## src/rtl/left_shift_stream_ctrl_if.sv

```systemverilog
// rtl/left_shift_stream_ctrl_if.sv - command, input-word and result streams of the wide left shifter
// slave faces the controller, master faces the issuing/consuming logic.
interface left_shift_stream_ctrl_if #(
   parameter int WORD_WIDTH = 32
) ();
   localparam int SW = $clog2(WORD_WIDTH);

   logic                  cmd_valid_i;
   logic                  cmd_ready_o;
   logic [SW-1:0]         cmd_shift_i;
   logic                  cmd_extend_i;

   logic                  in_valid_i;
   logic                  in_ready_o;
   logic [WORD_WIDTH-1:0] in_data_i;
   logic                  in_last_i;

   logic                  out_valid_o;
   logic                  out_ready_i;
   logic [WORD_WIDTH-1:0] out_data_o;
   logic                  out_last_o;
   logic                  out_cf_o;

   logic                  busy_o;

   modport slave (
      input  cmd_valid_i, cmd_shift_i, cmd_extend_i,
      input  in_valid_i, in_data_i, in_last_i,
      input  out_ready_i,
      output cmd_ready_o, in_ready_o,
      output out_valid_o, out_data_o, out_last_o, out_cf_o,
      output busy_o
   );

   modport master (
      output cmd_valid_i, cmd_shift_i, cmd_extend_i,
      output in_valid_i, in_data_i, in_last_i,
      output out_ready_i,
      input  cmd_ready_o, in_ready_o,
      input  out_valid_o, out_data_o, out_last_o, out_cf_o,
      input  busy_o
   );
endinterface

```

## src/rtl/left_shift_stream_ctrl.sv

```systemverilog
// rtl/left_shift_stream_ctrl.sv - word-serial multi-precision left shift built around one left_shift_unit
// Operand words arrive lowest first; bits leaving word k-1 fill the low end of word k.

module left_shift_unit #(
   parameter int WORD_WIDTH = 32,
   localparam int SW = $clog2(WORD_WIDTH)
) (
   input  logic [WORD_WIDTH-1:0] a_i,
   input  logic [SW-1:0]         b_i,
   input  logic [1:0]            op_i,
   input  logic [WORD_WIDTH-2:0] c_i,
   output logic [WORD_WIDTH-1:0] y_o,
   output logic                  cf_o
);
   logic [WORD_WIDTH-1:0]   fill;
   logic [2*WORD_WIDTH-1:0] wide;
   logic [WORD_WIDTH:0]     carry_wide;

   // op 00 chains from c_i, 01 zero fill, 10 ones fill, 11 rotate
   always_comb begin
      fill = '0;
      unique case (op_i)
         2'b00:   fill = {c_i, 1'b0};
         2'b01:   fill = '0;
         2'b10:   fill = '1;
         default: fill = a_i;
      endcase
      wide       = {a_i, fill} << b_i;
      carry_wide = {1'b0, a_i} << b_i;
      y_o        = wide[2*WORD_WIDTH-1:WORD_WIDTH];
      cf_o       = carry_wide[WORD_WIDTH];
   end
endmodule

module left_shift_stream_ctrl #(
   parameter int         WORD_WIDTH = 32,
   parameter logic [1:0] OP_CHAIN   = 2'b00,
   localparam int        SW         = $clog2(WORD_WIDTH)
) (
   input  logic                    clk_i,
   input  logic                    rst_i,
   left_shift_stream_ctrl_if.slave bus
);
   typedef enum logic [1:0] {
      S_IDLE = 2'd0,
      S_RUN  = 2'd1,
      S_EXT  = 2'd2
   } state_t;

   state_t                state_q, state_d;
   logic                  out_valid_q, out_valid_d;
   logic [WORD_WIDTH-1:0] out_data_q, out_data_d;
   logic                  out_last_q, out_last_d;
   logic                  out_cf_q, out_cf_d;
   logic [SW-1:0]         shift_q, shift_d;
   logic                  extend_q, extend_d;
   // Only the upper WORD_WIDTH-1 bits of the previous word can ever reach the next one.
   logic [WORD_WIDTH-2:0] prev_hi_q, prev_hi_d;

   logic                  out_free;
   logic                  cmd_fire;
   logic                  in_fire;
   logic [WORD_WIDTH-1:0] sh_a;
   logic [WORD_WIDTH-1:0] sh_y;
   logic                  sh_cf;

   assign out_free = !out_valid_q || bus.out_ready_i;
   assign bus.cmd_ready_o = (state_q == S_IDLE);
   assign bus.in_ready_o  = (state_q == S_RUN) && out_free;
   assign cmd_fire = bus.cmd_valid_i && bus.cmd_ready_o;
   assign in_fire  = bus.in_valid_i && bus.in_ready_o;
   assign sh_a     = (state_q == S_EXT) ? '0 : bus.in_data_i;

   left_shift_unit #(
      .WORD_WIDTH(WORD_WIDTH)
   ) u_shift (
      .a_i  (sh_a),
      .b_i  (shift_q),
      .op_i (OP_CHAIN),
      .c_i  (prev_hi_q),
      .y_o  (sh_y),
      .cf_o (sh_cf)
   );

   always_comb begin
      state_d     = state_q;
      out_valid_d = out_valid_q;
      out_data_d  = out_data_q;
      out_last_d  = out_last_q;
      out_cf_d    = out_cf_q;
      shift_d     = shift_q;
      extend_d    = extend_q;
      prev_hi_d   = prev_hi_q;

      if (out_valid_q && bus.out_ready_i) begin
         out_valid_d = 1'b0;
      end

      unique case (state_q)
         S_IDLE: begin
            if (cmd_fire) begin
               shift_d   = bus.cmd_shift_i;
               extend_d  = bus.cmd_extend_i;
               prev_hi_d = '0;
               state_d   = S_RUN;
            end
         end
         S_RUN: begin
            if (in_fire) begin
               out_valid_d = 1'b1;
               out_data_d  = sh_y;
               out_cf_d    = sh_cf;
               prev_hi_d   = bus.in_data_i[WORD_WIDTH-1:1];
               if (bus.in_last_i) begin
                  out_last_d = !extend_q;
                  state_d    = extend_q ? S_EXT : S_IDLE;
               end else begin
                  out_last_d = 1'b0;
               end
            end
         end
         S_EXT: begin
            // With a_i forced to zero the shifter yields just the spill of the top word.
            if (out_free) begin
               out_valid_d = 1'b1;
               out_data_d  = sh_y;
               out_last_d  = 1'b1;
               out_cf_d    = 1'b0;
               state_d     = S_IDLE;
            end
         end
         default: state_d = S_IDLE;
      endcase
   end

   always_ff @(posedge clk_i) begin
      if (rst_i) begin
         state_q     <= S_IDLE;
         out_valid_q <= 1'b0;
         out_data_q  <= '0;
         out_last_q  <= 1'b0;
         out_cf_q    <= 1'b0;
         shift_q     <= '0;
         extend_q    <= 1'b0;
         prev_hi_q   <= '0;
      end else begin
         state_q     <= state_d;
         out_valid_q <= out_valid_d;
         out_data_q  <= out_data_d;
         out_last_q  <= out_last_d;
         out_cf_q    <= out_cf_d;
         shift_q     <= shift_d;
         extend_q    <= extend_d;
         prev_hi_q   <= prev_hi_d;
      end
   end

   assign bus.out_valid_o = out_valid_q;
   assign bus.out_data_o  = out_data_q;
   assign bus.out_last_o  = out_last_q;
   assign bus.out_cf_o    = out_cf_q;
   assign bus.busy_o      = (state_q != S_IDLE) || out_valid_q;

   // A stalled result beat must not change under the consumer.
   a_out_stable : assert property (
      @(posedge clk_i) disable iff (rst_i)
      (out_valid_q && !bus.out_ready_i) |=>
         (out_valid_q && $stable(out_data_q) && $stable(out_last_q) && $stable(out_cf_q))
   );
endmodule

```

## src/flat_wrapper.sv

```systemverilog
// flat-port wrapper written by rule: the top's interface ports become plain ports
module left_shift_stream_ctrl_flat 
#(
   parameter int         WORD_WIDTH = 32,
   parameter logic [1:0] OP_CHAIN   = 2'b00,
   localparam int        SW         = $clog2(WORD_WIDTH)
)
  (clk_i, rst_i, bus_cmd_valid_i, bus_cmd_shift_i, bus_cmd_extend_i, bus_in_valid_i, bus_in_data_i, bus_in_last_i, bus_out_ready_i, bus_cmd_ready_o, bus_in_ready_o, bus_out_valid_o, bus_out_data_o, bus_out_last_o, bus_out_cf_o, bus_busy_o);
  left_shift_stream_ctrl_if #(.WORD_WIDTH(WORD_WIDTH)) bus_i ();
  input  logic clk_i;
  input  logic rst_i;
  input wire logic [$bits(bus_i.cmd_valid_i)-1:0] bus_cmd_valid_i;
  input wire logic [$bits(bus_i.cmd_shift_i)-1:0] bus_cmd_shift_i;
  input wire logic [$bits(bus_i.cmd_extend_i)-1:0] bus_cmd_extend_i;
  input wire logic [$bits(bus_i.in_valid_i)-1:0] bus_in_valid_i;
  input wire logic [$bits(bus_i.in_data_i)-1:0] bus_in_data_i;
  input wire logic [$bits(bus_i.in_last_i)-1:0] bus_in_last_i;
  input wire logic [$bits(bus_i.out_ready_i)-1:0] bus_out_ready_i;
  output wire logic [$bits(bus_i.cmd_ready_o)-1:0] bus_cmd_ready_o;
  output wire logic [$bits(bus_i.in_ready_o)-1:0] bus_in_ready_o;
  output wire logic [$bits(bus_i.out_valid_o)-1:0] bus_out_valid_o;
  output wire logic [$bits(bus_i.out_data_o)-1:0] bus_out_data_o;
  output wire logic [$bits(bus_i.out_last_o)-1:0] bus_out_last_o;
  output wire logic [$bits(bus_i.out_cf_o)-1:0] bus_out_cf_o;
  output wire logic [$bits(bus_i.busy_o)-1:0] bus_busy_o;
  assign bus_i.cmd_valid_i = bus_cmd_valid_i;
  assign bus_i.cmd_shift_i = bus_cmd_shift_i;
  assign bus_i.cmd_extend_i = bus_cmd_extend_i;
  assign bus_i.in_valid_i = bus_in_valid_i;
  assign bus_i.in_data_i = bus_in_data_i;
  assign bus_i.in_last_i = bus_in_last_i;
  assign bus_i.out_ready_i = bus_out_ready_i;
  assign bus_cmd_ready_o = bus_i.cmd_ready_o;
  assign bus_in_ready_o = bus_i.in_ready_o;
  assign bus_out_valid_o = bus_i.out_valid_o;
  assign bus_out_data_o = bus_i.out_data_o;
  assign bus_out_last_o = bus_i.out_last_o;
  assign bus_out_cf_o = bus_i.out_cf_o;
  assign bus_busy_o = bus_i.busy_o;
  left_shift_stream_ctrl #(.WORD_WIDTH(WORD_WIDTH), .OP_CHAIN(OP_CHAIN)) u_core (.clk_i(clk_i), .rst_i(rst_i), .bus(bus_i));
endmodule
```

## config.mk

```make
export PLATFORM = sky130hd
export DESIGN_NAME = left_shift_stream_ctrl_flat
export DESIGN_NICKNAME = d
export VERILOG_FILES = /design/src/rtl/left_shift_stream_ctrl_if.sv /design/src/rtl/left_shift_stream_ctrl.sv /design/src/flat_wrapper.sv
export SDC_FILE = /design/constraint.sdc
export NUM_CORES = 1
export LEC_CHECK = 0
export BUFFER_PORTS_ARGS = -buffer_cell sky130_fd_sc_hd__buf_2
export CAP_MARGIN = 20
export CORE_UTILIZATION = 40
export CTS_BUF_LIST = sky130_fd_sc_hd__clkbuf_2
export CTS_CLUSTER_SIZE = 14
export DETAILED_ROUTE_END_ITERATION = 16
export PLACE_DENSITY = 0.68
export SLEW_MARGIN = 20
export SYNTH_ARGS = -nofsm -noshare
export SYNTH_HDL_FRONTEND = slang
export SYNTH_SLANG_ARGS = --single-unit
```

## constraint.sdc

```tcl
create_clock -name clk_i -period 1.8 [get_ports clk_i]
set_input_delay 0.18 -clock clk_i [delete_from_list [all_inputs] [get_ports clk_i]]
set_output_delay 0.18 -clock clk_i [all_outputs]
set_load 0.1 [all_outputs]
```

; Word level (Yosys, flattened, before mapping)
; Cells that the tools add are included.
[word_totals]
regBits = 74
in_bits = 44
out_inout_bits = 38
word_cells = 56
[op_classes]
n_eq_ne = 6
n_shift = 2
mux = 24
n_reduce_logical = 16
[ops]
columns = op, n
row1 = two-way mux 32 bit, 3
row2 = one-hot mux 32 bit (2 select lines), 1
row3 = left shift 64 x 5 -> 64 bit, 1
row4 = two-way mux 31 bit, 2
row5 = one-hot mux 31 bit (2 select lines), 1
row6 = left shift 32 x 5 -> 33 bit, 1
row7 = two-way mux 2 bit, 5
row8 = two-way mux 1 bit, 8
row9 = one-hot mux 1 bit (2 select lines), 3
row10 = one-hot mux 2 bit (3 select lines), 1
row11 = AND reduction 3 bit, 2
row12 = nonzero test 2 bit, 3
row13 = logical AND 1 bit, 4
row14 = inequality test 2 x 1 -> 1 bit (second input constant), 2
row15 = inequality test 2 bit (second input constant), 2
row16 = AND reduction 4 bit, 1
row17 = equality test 2 x 1 -> 1 bit (second input constant), 1
row18 = equality test 2 bit (second input constant), 1
row19 = logical NOT 1 bit, 2
row20 = logical NOT 2 bit, 1
row21 = logical OR 1 bit, 2
row22 = AND reduction 2 bit, 1

; Longest topological paths before layout
; Gate-level depths: netlist of run 1.
[logic_depth]
word_depth = 6
ltp_mapped = 9
mapped_depth_nobuf = 7

; Cells and area by module
; Synthesis of run 1 repeated with hierarchy kept, for this count alone.
[hier_totals]
hier_cells = 977
area_unflattened_um2 = 7633.6
[modules_own_cells]
columns = module, n_inst, cells_each, area_per_inst_um2
row1 = left_shift_unit, 1, 595, 4474.3
row2 = left_shift_stream_ctrl, 1, 382, 3159.3

; Least setup slack after synthesis of run 1
; No wires, ideal clock.
[synth_path]
kind = register -> register
from = register u_core.state_q[0]
to = register u_core.prev_hi_q[0]
setup_ns = 0.065
arrival_ns = 2.342
required_time_ns = 1.735
slack_ns = -0.607
stages_incl_launch_ff = 9
n_path_buf = 2
synth_period_minus_slack_ns = 2.407
cell_sequence = dfxtp_1 inv_1 ha_1 clkbuf_1 nor2b_1 a21o_1 clkbuf_1 a22oi_1 nor2_1
[synth_rtl]
columns = item, line
row1 = "start, declared", left_shift_stream_ctrl.sv:50  ; state_t state_q, state_d;
row2 = "start signal, assigned", left_shift_stream_ctrl.sv:147  ; state_q <= state_d;
row3 = logical NOT 2 bit (*), left_shift_stream_ctrl.sv:68  ; assign bus.cmd_ready_o = (state_q == S_IDLE);
row4 = via bus_cmd_ready_o, flat_wrapper.sv:19  ; output wire logic [$bits(bus_i.cmd_ready_o)-1:0] bus_cmd_ready_o;
row5 = logical AND 1 bit, left_shift_stream_ctrl.sv:70  ; assign cmd_fire = bus.cmd_valid_i && bus.cmd_ready_o;
row6 = inequality test 2 bit (no line), -
row7 = AND reduction 3 bit (no line), -
row8 = "end signal, assigned", left_shift_stream_ctrl.sv:154  ; prev_hi_q <= prev_hi_d;
row9 = "end, declared", left_shift_stream_ctrl.sv:58  ; logic [WORD_WIDTH-2:0] prev_hi_q, prev_hi_d;
; Mark *: on every way through the listed nets, which the timed path passes. The rest lies on a longest branch.
; A chain may end at the register's enable or synchronous reset.

; Worst setup path in the final report of run 1
[layout_path]
from = register u_core.shift_q[2]
to = register u_core.out_data_q[16] (netlist: u_core.bus.out_data_o[16])
[layout_via]
elab_chain_len = 3
[layout_rtl]
columns = item, line
row1 = "start, declared", left_shift_stream_ctrl.sv:55  ; logic [SW-1:0] shift_q, shift_d;
row2 = "start signal, assigned", left_shift_stream_ctrl.sv:152  ; shift_q <= shift_d;
row3 = left shift 64 x 5 -> 64 bit (*), left_shift_stream_ctrl.sv:28  ; wide = {a_i, fill} << b_i;
row4 = two-way mux 32 bit (on tied branches), "left_shift_stream_ctrl.sv:124, left_shift_stream_ctrl.sv:109"
row5 = one-hot mux 32 bit (2 select lines) (*), left_shift_stream_ctrl.sv:99  ; unique case (state_q)
row6 = "end signal, assigned", left_shift_stream_ctrl.sv:149  ; out_data_q <= out_data_d;
row7 = "end, declared", left_shift_stream_ctrl.sv:52  ; logic [WORD_WIDTH-1:0] out_data_q, out_data_d;
; Mark *: on every way between the ends. The rest lies on a longest branch, timed or not. The select of a mux whose other input is x is not followed.

==> results of run 1 <==
## final timing paths
path,to,from,cells past startpoint
hold reg to reg,u_core.bus.out_last_o,u_core.bus.out_last_o,2
setup reg to reg,u_core.bus.out_data_o[16],u_core.shift_q[2],7
setup / recovery,u_core.bus.out_data_o[16],u_core.shift_q[2],7
hold / removal,u_core.bus.out_cf_o,bus_in_valid_i,5
## registers in the layout, summed over array words and instances, names as in the netlist
register,flops
u_core.bus.out_cf_o,1
u_core.bus.out_valid_o,1
u_core.shift_q,5
u_core.prev_hi_q,31
u_core.extend_q,1
u_core.bus.out_data_o,32
u_core.state_q,2
u_core.bus.out_last_o,1
## cells in the mapped netlist (3+ instances only)
cell type  number  area (um2)
a2111oi_0       6        52.6
a211oi_1       14         105
a21oi_1        20         100
a221oi_1        5        43.8
a22o_1          3        26.3
a22oi_1        37         278
a311oi_1        6        52.6
a31oi_1         6        37.5
a32oi_1         3        26.3
and2_1          3        18.8
buf_1           3        11.3
buf_2          12        60.1
buf_4          16         120
buf_6           8        90.1
clkbuf_1       28         105
dfxtp_1        74        1480
ha_1            4        50.1
inv_1           5        18.8
mux2_2         19         214
mux2i_1        52         521
mux4_2         68        1530
nand2_1        68         255
nand2b_1        8        50.1
nand3_1        17        85.1
nor2_1         78         293
nor2b_1         6        37.5
nor3_1         14        70.1
nor3b_1         4        30.0
nor4_1          4        25.0
o211ai_1        9        67.6
o21ai_0        14        70.1
o21ai_1         5        25.0
o21bai_1        7        52.6
o221ai_1        4        35.0
o22ai_1         8        50.1
## logic make-up after synthesis
kind of cell | count (synthesis) | share of synthesized area (%)
AND/OR/NAND/NOR | 211 | 14.7
AO/OA/AOI/OAI | 162 | 18.4
multiplexers | 140 | 36.0
buffers and inverters | 75 | 6.59
flip-flops | 74 | 23.4
adder cells (fa/ha/maj) | 4 | 0.792
## layout by cell type (no fill, tap or decap), drive strengths merged, types with 3 or more instances in the layout
master	Yosys	final
a221oi	6	6
clkbuf	28	14
clkinv	2	6
mux2i	52	52
o22ai	8	8
nor4	4	4
o21bai	7	7
a2111oi	6	6
and2	3	3
mux4	68	68
buf	39	273
a311oi	6	6
a22o	3	3
a22oi	37	37
o21ai	19	19
a31oi	6	6
inv	6	6
mux2	20	20
dfxtp	74	74
nor3	14	14
nand2	68	68
ha	4	4
nand2b	8	8
nor3b	4	4
o211ai	9	9
nor2	78	78
a21oi	20	20
a211oi	14	14
nor2b	6	6
dlygate4sd3	0	41
nand3	17	17
a32oi	3	3
o221ai	4	4
## tightest hold or removal path: cells and delay by family
kind	cells	cell delay, ps
AND/OR/NAND/NOR	3	320
buffers and inverters	1	130
AO/OA/AOI/OAI	1	50
## cell type report
type | instances | area, um2
fill | 1199 | 5350
multi-input combinational | 517 | 5210
tap | 211 | 264
clock inverter | 6 | 82.6
antenna | 2 | 5.00
timing repair buffer | 319 | 2820
sequential | 74 | 1500
inverter | 8 | 42.5
clock buffer | 10 | 50.0
## what timing repair did
item,CTS,global route
hold buffers,41,0
buffers inserted,16,14
gates cloned,3,7
gates resized for setup,119,118
endpoints found under the setup margin,38,73
pin swaps,29,38
hold endpoints to repair,38,0
## report_power, final
group	internal, mW	total, mW	switching [mW]
clock network	0.459	1.15	0.691
registers	1.78	1.94	0.157
logic	1.79	4.32	2.53
## layer usage
layer | vias up | part of all wire [%] | GRT usage (%)
met5 | - | 0 | 0
met4 | 0 | 6.0 | 13.1
met3 | 150 | 12 | 7.10
met2 | 592 | 45 | 50.7
met1 | 3581 | 38 | 43.6
li1 | 3126 | - | -
## metrics by stage
step | hold slack [ps] | std cells | util (%) | TNS [ps]
CTS | 11.3 | 1128 | 60.4 | -6620
floorplan | 320 | 666 | - | -363
finish | 18.1 | 1147 | 65.1 | -7370
global placement | 440 | 1056 | 52.7 | -6200
detailed placement | 441 | 1056 | 52.7 | -7020
global route | 26.5 | 1146 | 65.1 | -11100
==> flow_summary.toml, run 1 <==
[logic_synthesis]
ys_types = 58
syn_inst = 666
yosys_register_bits = 74
postSynth.asyncResetShare_pct = 0
mappedNetlistNets = 714
synth-warning-count = 0
synthesized_area_um2 = 6320
ys_seq_area_share_pct = 23.4
syn-mean-instance-area_um2 = 9.49
postSynth.topFlopCell = "dfxtp_1"
count_of_flip_flops_with_a_built_in_enable_after_synthesis = 0

[global_routing]
antenna_found_initial = 1
remaining_overflow_grt = 0
number_of_global_route_vias_before_repair = 6701
grt_usage_pct = 32.4
wire_length_of_the_first_global_routing_pass_mm = 39.7
pin_count_of_the_biggest_net_entering_global_routing = 38

[setup_path]
slowest_stage = "mux4_2"
ff2ff_setup_slack_ps = -310
critical_path_peak_fanout = 10
worstSetupStartpointType = "flop"
critical-path-max-stage-delay_ps = 550
crit_chain = "buf_12, mux4_2, mux2i_1, buf_4, nand2_2, a32oi_1, a211oi_1"
end_kind = "flop"
worstPathArrival_ps = 2670
crit_required_ps = 2360
crit_family = "multiplexers"
crit_path_buf_inv_count = 2
worst-setup-path-type = "flop to flop"

[pwr]
cellPowerDensity_nw_per_um2 = 743
max-vdd-ir-drop_v = 0.000401
totalPowerFinal_mw = 7.41
leakagePower_nw = 3.83

[placed_design]
place_worst_setup_slack_ps = -318
dpl.hpwl_mm = 19.0
io_buffer_count = 81
placed_cell_area_um2 = 8060
gp_routability_congestion = 1.03

[sta]
fin_worst_skew_ps = 40.7
maxClockFrequency_mhz = 475
min_period_over_period_pct = 117
layout_min_cycle_time_ps = 2110
slew_viol_final = 0
setup_repair_after_global_routing_missed_its_margin = "true"
report.final.hold_viol_count = 0
finalSetupViolations = 59
max-slew-margin-rel_pct = 63.1
final_critical_path_setup_slack_ps = -306
tightestPinTransition_ps = 553

[layout]
layout.cell_area.non_filler_um2 = 9970
drive_gt1_share_pct = 55.8
nets = 977
area_delta_synth_final_pct = 57.7

[die]
floorplan.die_area_um2 = 16300
die_width_um = 128
core_area_um2 = 15300
placementRows = 45
die-height_um = 128
io-pin-count = 82
initial_core_util_pct = 41.3

[clock_tree]
h-tree-depth = 3
clock_sink_count = 74
maximum_count_of_clock_buffers_along_a_single_path = 2
cts-root-buf = "clkbuf_2"
cts_tree = "yes"
worst_skew_pair.late_latency_ps = 650
tritoncts.num_buffers = 9
clk_pin_slew_worst_paths_ps = 250

[detailed_routing]
routed_via_density = 6.49
avgRoutedWirePerCell_um = 25.0
drt_pass1_iterations = 5
post-route-drc-count = 0
antenna_left = 0
vias = 7449
routed_wl_mm = 28.7
dr.first_iter.drc_count = 1038

[outcome]
failed_checks = "setup timing"
status = "complete, but fails checks"

[min_path]
hp-class = "primary input to flop"

[run]
max-cap-violations = 0
(Power assumes the default switching activity.)
==> run 2, diff against run 1 <==
--- a/config.mk
+++ b/config.mk
@@ -5,6 +5,7 @@
 export SDC_FILE = /design/constraint.sdc
 export NUM_CORES = 1
 export LEC_CHECK = 0
+export ABC_AREA = 1
 export BUFFER_PORTS_ARGS = -buffer_cell sky130_fd_sc_hd__buf_2
 export CAP_MARGIN = 20
 export CORE_UTILIZATION = 40
@@ -12,7 +13,7 @@
 export CTS_CLUSTER_SIZE = 14
 export DETAILED_ROUTE_END_ITERATION = 16
 export PLACE_DENSITY = 0.68
-export SLEW_MARGIN = 20
+export SLEW_MARGIN = 0
 export SYNTH_ARGS = -nofsm -noshare
 export SYNTH_HDL_FRONTEND = slang
 export SYNTH_SLANG_ARGS = --single-unit
==> run 2 against run 1 <==
The run still ends with setup timing left. Total power is 150% higher. Area after synthesis is 6.8% lower. Design area is 10% lower. First-iteration DRC count is 20% higher. Register-to-register slack better by 210 ps. Global-route usage is 1.4 points lower. Sequential share of layout area is 1.7 points higher. Non-clock buffer count is 118 lower. Sequential power is 32% higher. Sequential cell count stayed put.
==> flow_summary.toml, run 2 <==
[setup_path]
critical_path_peak_fanout = 9
crit_required_ps = 2310
worstSetupStartpointType = "flop"
end_kind = "flop"
worstPathArrival_ps = 2410
r2r_depth = 14
worst-setup-path-type = "flop to flop"

[die]
io-pin-count = 82
die_width_um = 123
die-height_um = 123
floorplan.die_area_um2 = 15200
core_area_um2 = 14100
initial_core_util_pct = 41.6
placementRows = 43

[layout]
mostFrequentLayoutCells = "nand3_1 (273), nand3_2 (177), nand2_1 (151), buf_2 (78), dfxtp_1 (68)"
multi_input_comb_area_um2 = 4910
layout.cell_area.non_filler_um2 = 8940
area_delta_synth_final_pct = 51.6
instances_no_fill = 1315
layout.area.seq_um2 = 1490
filler_cell_count = 1210
nets = 1178
largest_register_ffs = 32
drive_gt1_share_pct = 36.4
diodes = 0
layout_commonest_cell = "nand3_1"

[detailed_routing]
dr.first_iter.drc_count = 1245
route.layer.met1.wl_mm = 10.0
vias = 8181
antenna_left = 0
post-route-drc-count = 0
route.met2.wl_mm = 11.9
routed_via_density = 6.22
avgRoutedWirePerCell_um = 19.8
routed_wl_mm = 26.0
route.met3.wl_mm = 2.38
highest-signal-layer = "met4"
drt_pass1_iterations = 8

[placed_design]
dpl.hpwl_mm = 15.9
dp_cells = 1228
io_buffer_count = 81
placed_cell_area_um2 = 6750
gp_routability_congestion = 1.02

[clock_tree]
tritoncts.num_buffers = 9
worst_skew_pair.late_latency_ps = 620
h-tree-depth = 3
clock_sink_count = 74
cts-root-buf = "clkbuf_2"
clk_pin_slew_worst_paths_ps = 230
cts_tree = "yes"
maximum_count_of_clock_buffers_along_a_single_path = 2

[sta]
layout_min_cycle_time_ps = 1900
final_critical_path_setup_slack_ps = -99.9
setup_repair_after_global_routing_missed_its_margin = "true"
finalSetupViolations = 18
tightestPinTransition_ps = 696
slew_viol_final = 0
maxClockFrequency_mhz = 526
report.final.hold_viol_count = 0
holdWs_ps = 91.2
min_period_over_period_pct = 106
fin_worst_skew_ps = 35.2
max-slew-margin-rel_pct = 53.6

[logic_synthesis]
synth.top_cell.area_share_pct = 38.6
syn-mean-instance-area_um2 = 5.87
postSynth.asyncResetShare_pct = 0
postSynth.topFlopCell = "dfxtp_1"
yosys_register_bits = 74
ys_seq_area_share_pct = 25.1
synthesized_area_um2 = 5890
synth-warning-count = 0
syn_inst = 1004
count_of_flip_flops_with_a_built_in_enable_after_synthesis = 0
synth_top_cells_by_count = "nand3_1 (454), nand2_1 (171), dfxtp_1 (74)"
ys_types = 25
mappedNetlistNets = 1052
yosys.cell_count.top_type = "nand3_1"
synth_top_cell_by_area = "nand3_1"
yosys-top-cells-area = "nand3_1 (39%), dfxtp_1 (25%), nand2_1 (11%), o21ai_0 (4.0%), inv_1 (3.9%)"

[pwr]
cellPowerDensity_nw_per_um2 = 2070
max-vdd-ir-drop_v = 0.00158
leakagePower_nw = 4.01
totalPowerFinal_mw = 18.5

[min_path]
whs_path_depth = 3
hp-class = "primary input to flop"

[global_routing]
number_of_global_route_vias_before_repair = 6816
antenna_found_initial = 0
grt_usage_pct = 31.0
remaining_overflow_grt = 0
pin_count_of_the_biggest_net_entering_global_routing = 60
wire_length_of_the_first_global_routing_pass_mm = 36.0

[run]
max-cap-violations = 0

[outcome]
status = "complete, but fails checks"
failed_checks = "setup timing"
run 2: cell types whose count changed in the layout (fill, tap and decap cells not counted), moves of 52 or more:
cell / before / now
nor2_1: 69 / 6
inv_1: 3 / 55
nand3_1: 12 / 273
buf_4: 138 / 44
nand2_1: 56 / 151
mux4_2: 68 / 0
nand3_2: 4 / 177
run 2: worst max-delay path: stages (launching register included):
cell and delay [ps]:
dfxtp_2 380, inv_2 80, ha_4 190, clkinv_8 110
buf_12 160, nand3_2 100, nand3_2 100, nand2_1 110
nand2_2 50, nand2_1 90, nand2_1 70, nand3_1 90
nand2_1 70, o21bai_1 140, inv_1 50
run 2: report_power, final:
part / internal (mW) / switching [mW]
logic: 4.67 / 10.0
registers: 2.19 / 0.366
clock network: 0.585 / 0.652
total: 7.45 / 11.0
run 2: cell families after synthesis:
logic type,share of synthesized area (%)
and+or+nand+nor,51.4
adders and majority gates,0.849
AOI/OAI and AO/OA,11.4
buffers and inverters,11.2
DFF,25.1
run 2: per-stage QoR:
step | worst slack (ps) | utilization (%) | setup TNS [ps]
floorplan | -35.3 | - | -567
global placement | 5.05 | 47.7 | 0
detailed placement | -32.7 | 47.7 | -55.8
CTS | -46.7 | 52.6 | -335
global route | -185 | 63.2 | -2590
finish | -99.9 | 63.2 | -647
run 2: repair_timing:
item	4_1_cts	5_1_grt
hold endpoints to repair	39	0
pin swaps	5	25
cloned	0	16
hold buffers	40	0
endpoints found under the setup margin	27	61
setup buffers	4	11
gates resized for setup	26	236
run 2: final cells by class:
type                       count  area share (%)
clock buffer                   9           0.504
clock inverter                 7            1.20
inverter                      65            3.15
multi-input combinational    779            55.0
sequential                    74            16.7
tap                          180            2.52
timing repair buffer         201            20.9
run 2: final timing paths:
check	startpoint	to	slack, ps
setup reg to reg	u_core.state_q[0]	u_core.bus.out_data_o[20]	-100
hold / removal	bus_cmd_valid_i	u_core.extend_q	90
hold reg to reg	u_core.bus.out_data_o[28]	u_core.bus.out_data_o[28]	490
setup / recovery	u_core.state_q[0]	u_core.bus.out_data_o[20]	-100
run 2: per-layer routing:
metal  up-vias  global-route usage [%]
li1       3758                       -
met1      3753                    39.2
met2       526                    49.7
met3       144                    5.72
met4         0                    17.0
met5         -                       0
==> run 3, diff against run 2 <==
--- a/config.mk
+++ b/config.mk
@@ -6,13 +6,13 @@
 export NUM_CORES = 1
 export LEC_CHECK = 0
 export ABC_AREA = 1
-export BUFFER_PORTS_ARGS = -buffer_cell sky130_fd_sc_hd__buf_2
 export CAP_MARGIN = 20
 export CORE_UTILIZATION = 40
 export CTS_BUF_LIST = sky130_fd_sc_hd__clkbuf_2
 export CTS_CLUSTER_SIZE = 14
 export DETAILED_ROUTE_END_ITERATION = 16
-export PLACE_DENSITY = 0.68
+export DONT_BUFFER_PORTS = 1
+export PLACE_DENSITY = 0.63
 export SLEW_MARGIN = 0
 export SYNTH_ARGS = -nofsm -noshare
 export SYNTH_HDL_FRONTEND = slang
==> run 3 against run 2 <==
The flow still finishes with violations (setup timing). Largest cell class unchanged. Fmax down 3.6%. Non-clock buffer count is 39 lower. Via count decreased by 2.8%. Global-route usage rose by 0.78 points. Critical endpoint is now bus_busy_o. Clock power shrank 21%. Highest routed layer unchanged. Total power fell by 1.4%.
==> flow_summary.toml, run 3 (same netlist as run 2, synthesis figures left out) <==
[outcome]
failed_checks = "setup timing"
status = "complete, but fails checks"

[pwr]
max-vdd-ir-drop_v = 0.00192
cellPowerDensity_nw_per_um2 = 2080
leakagePower_nw = 3.84

[setup_path]
crit_family = "buffers and inverters"
crit_required_ps = 1620
critical-path-max-stage-delay_ps = 390
cpMostUsedCell = "buf_12"
crit_path_buf_inv_count = 4
cp-startpoint = "u_core.state_q[0]"
r2r_depth = 13
crit_chain = "inv_2, buf_6, ha_4, buf_12, nand2_4, buf_12"
critical_path_peak_fanout = 4
worstSetupStartpointType = "flop"
critical_path_cell_count = 6
worstPathArrival_ps = 1790
end_kind = "primary output"
regToRegStartpoint = "u_core.state_q[1]"
worst-setup-path-type = "flop to primary output"
slowest_stage = "dfxtp_2"

[detailed_routing]
drt_pass1_iterations = 6
route.layer.met1.wl_mm = 9.86
routed_wl_mm = 25.7
routed_via_density = 6.23
post-route-drc-count = 0
avgRoutedWirePerCell_um = 20.1
route.met3.wl_mm = 2.19
route.met2.wl_mm = 12.1
highest-signal-layer = "met4"
vias = 7956
dr.first_iter.drc_count = 1053
antenna_left = 0

[min_path]
hp-class = "primary input to flop"
hold_sp = "bus_in_data_i[12]"
whs_path_depth = 6

[layout]
layout_commonest_cell = "nand3_1"
largest_register_ffs = 32
postLayoutCoreUtil_pct = 62.0
nets = 1138
instances_no_fill = 1277
filler_cell_count = 1256
area_delta_synth_final_pct = 49.0
mostFrequentLayoutCells = "nand3_1 (294), nand2_1 (160), nand3_2 (147), buf_4 (79), dfxtp_1 (68)"
drive_gt1_share_pct = 32.0

[sta]
tightestPinTransition_ps = 764
max-slew-margin-rel_pct = 49.0
setup_repair_after_global_routing_missed_its_margin = "true"
maxClockFrequency_mhz = 507
final_critical_path_setup_slack_ps = -171
fin_worst_skew_ps = 33.7
layout_min_cycle_time_ps = 1970
report.final.hold_viol_count = 0
min_period_over_period_pct = 109
finalSetupViolations = 24
slew_viol_final = 0

[clock_tree]
clock_sink_count = 74
tritoncts.num_buffers = 9
worst_skew_pair.late_latency_ps = 640
maximum_count_of_clock_buffers_along_a_single_path = 2
cts-root-buf = "clkbuf_2"
cts_tree = "yes"
clk_pin_slew_worst_paths_ps = 220
h-tree-depth = 3

[die]
die_width_um = 123
initial_core_util_pct = 41.6
placementRows = 43
die-height_um = 123
core_area_um2 = 14100
io-pin-count = 82
floorplan.die_area_um2 = 15200

[global_routing]
grt_usage_pct = 31.8
antenna_found_initial = 1
pin_count_of_the_biggest_net_entering_global_routing = 61
number_of_global_route_vias_before_repair = 6915
wire_length_of_the_first_global_routing_pass_mm = 36.8
remaining_overflow_grt = 0

[placed_design]
dp_cells = 1183
gp_routability_congestion = 1.01
io_buffer_count = 0
dpl.hpwl_mm = 16.1

[run]
max-cap-violations = 0
==> run 3: cell types whose count changed in the layout (fill, tap and decap cells not counted), moves of 4 or more <==
cell	before	now
nand2_2	17	8
nand2_1	151	160
a21oi_1	43	38
buf_4	44	79
nand3_4	4	13
nand3_1	273	294
clkbuf_16	9	5
nand3_2	177	147
a21oi_2	1	6
buf_2	78	0
==> run 3: per-stage QoR <==
stage | cell area, um2 | total power [mW] | hold WS (ps) | setup slack [ps] | setup TNS [ps]
6_report | 8780 | 18.2 | 90.3 | -171 | -1330
5_1_grt | 8780 | 19.2 | 77.6 | -234 | -4350
4_1_cts | 7580 | 16.1 | 33.9 | -173 | -1270
3_5_place_dp | 6640 | 14.2 | 257 | -16.2 | -25.6
3_3_place_gp | 6640 | 14.2 | 253 | 14.9 | 0
2_1_floorplan | 6050 | 11.4 | 341 | -35.3 | -567
==> run 3: area by class of cell <==
cell class              instances  area, um2  share of cell area, %
multi-input cells             778       4870                   55.5
repair buffers                162       1800                   20.5
flip-flops and latches         74       1490                   17.0
inverters                      65        279                   3.18
well taps                     180        225                   2.57
clock inverters                 6       57.6                  0.656
clock buffers                  10       50.0                  0.570
diodes                          2       5.00                 0.0570
==> run 3: where the power goes <==
part | switching [mW] | internal [mW]
Sequential | 0.374 | 2.19
Clock | 0.664 | 0.313
Combinational | 9.84 | 4.84
==> run 3: path summary, 6_finish.rpt <==
path	end	slack [ps]
worst max register to register	u_core.bus.out_data_o[30]	-140
worst min-delay path	u_core.bus.out_data_o[15]	90
worst min register to register	u_core.bus.out_data_o[28]	480
worst max-delay path	bus_busy_o	-170
==> run 3: worst register-to-register path, stage by stage (launching register included) <==
cell       delay [ps]
dfxtp_2           380
buf_4             110
ha_4              160
inv_8              60
buf_4             150
clkbuf_16         150
nand3_2            90
nand3_2           100
nand3_1           120
nand3_1           110
nand3_1           110
nand2_1           110
o21bai_1          150
inv_1              50
==> run 3: routing by layer <==
metal,track usage (%),up-vias
met5,0,-
met4,18.4,0
met3,6.13,112
met2,50.9,462
met1,39.7,3703
li1,-,3679
==> run 3: repair_timing <==
action                                 CTS  global route
hold buffers                            43             0
gates resized for setup                 60           190
setup endpoints to repair               18            60
endpoints found under the hold margin   55             0
pin swaps                               12            36
buffers inserted                         6            16
cloned                                   3             8
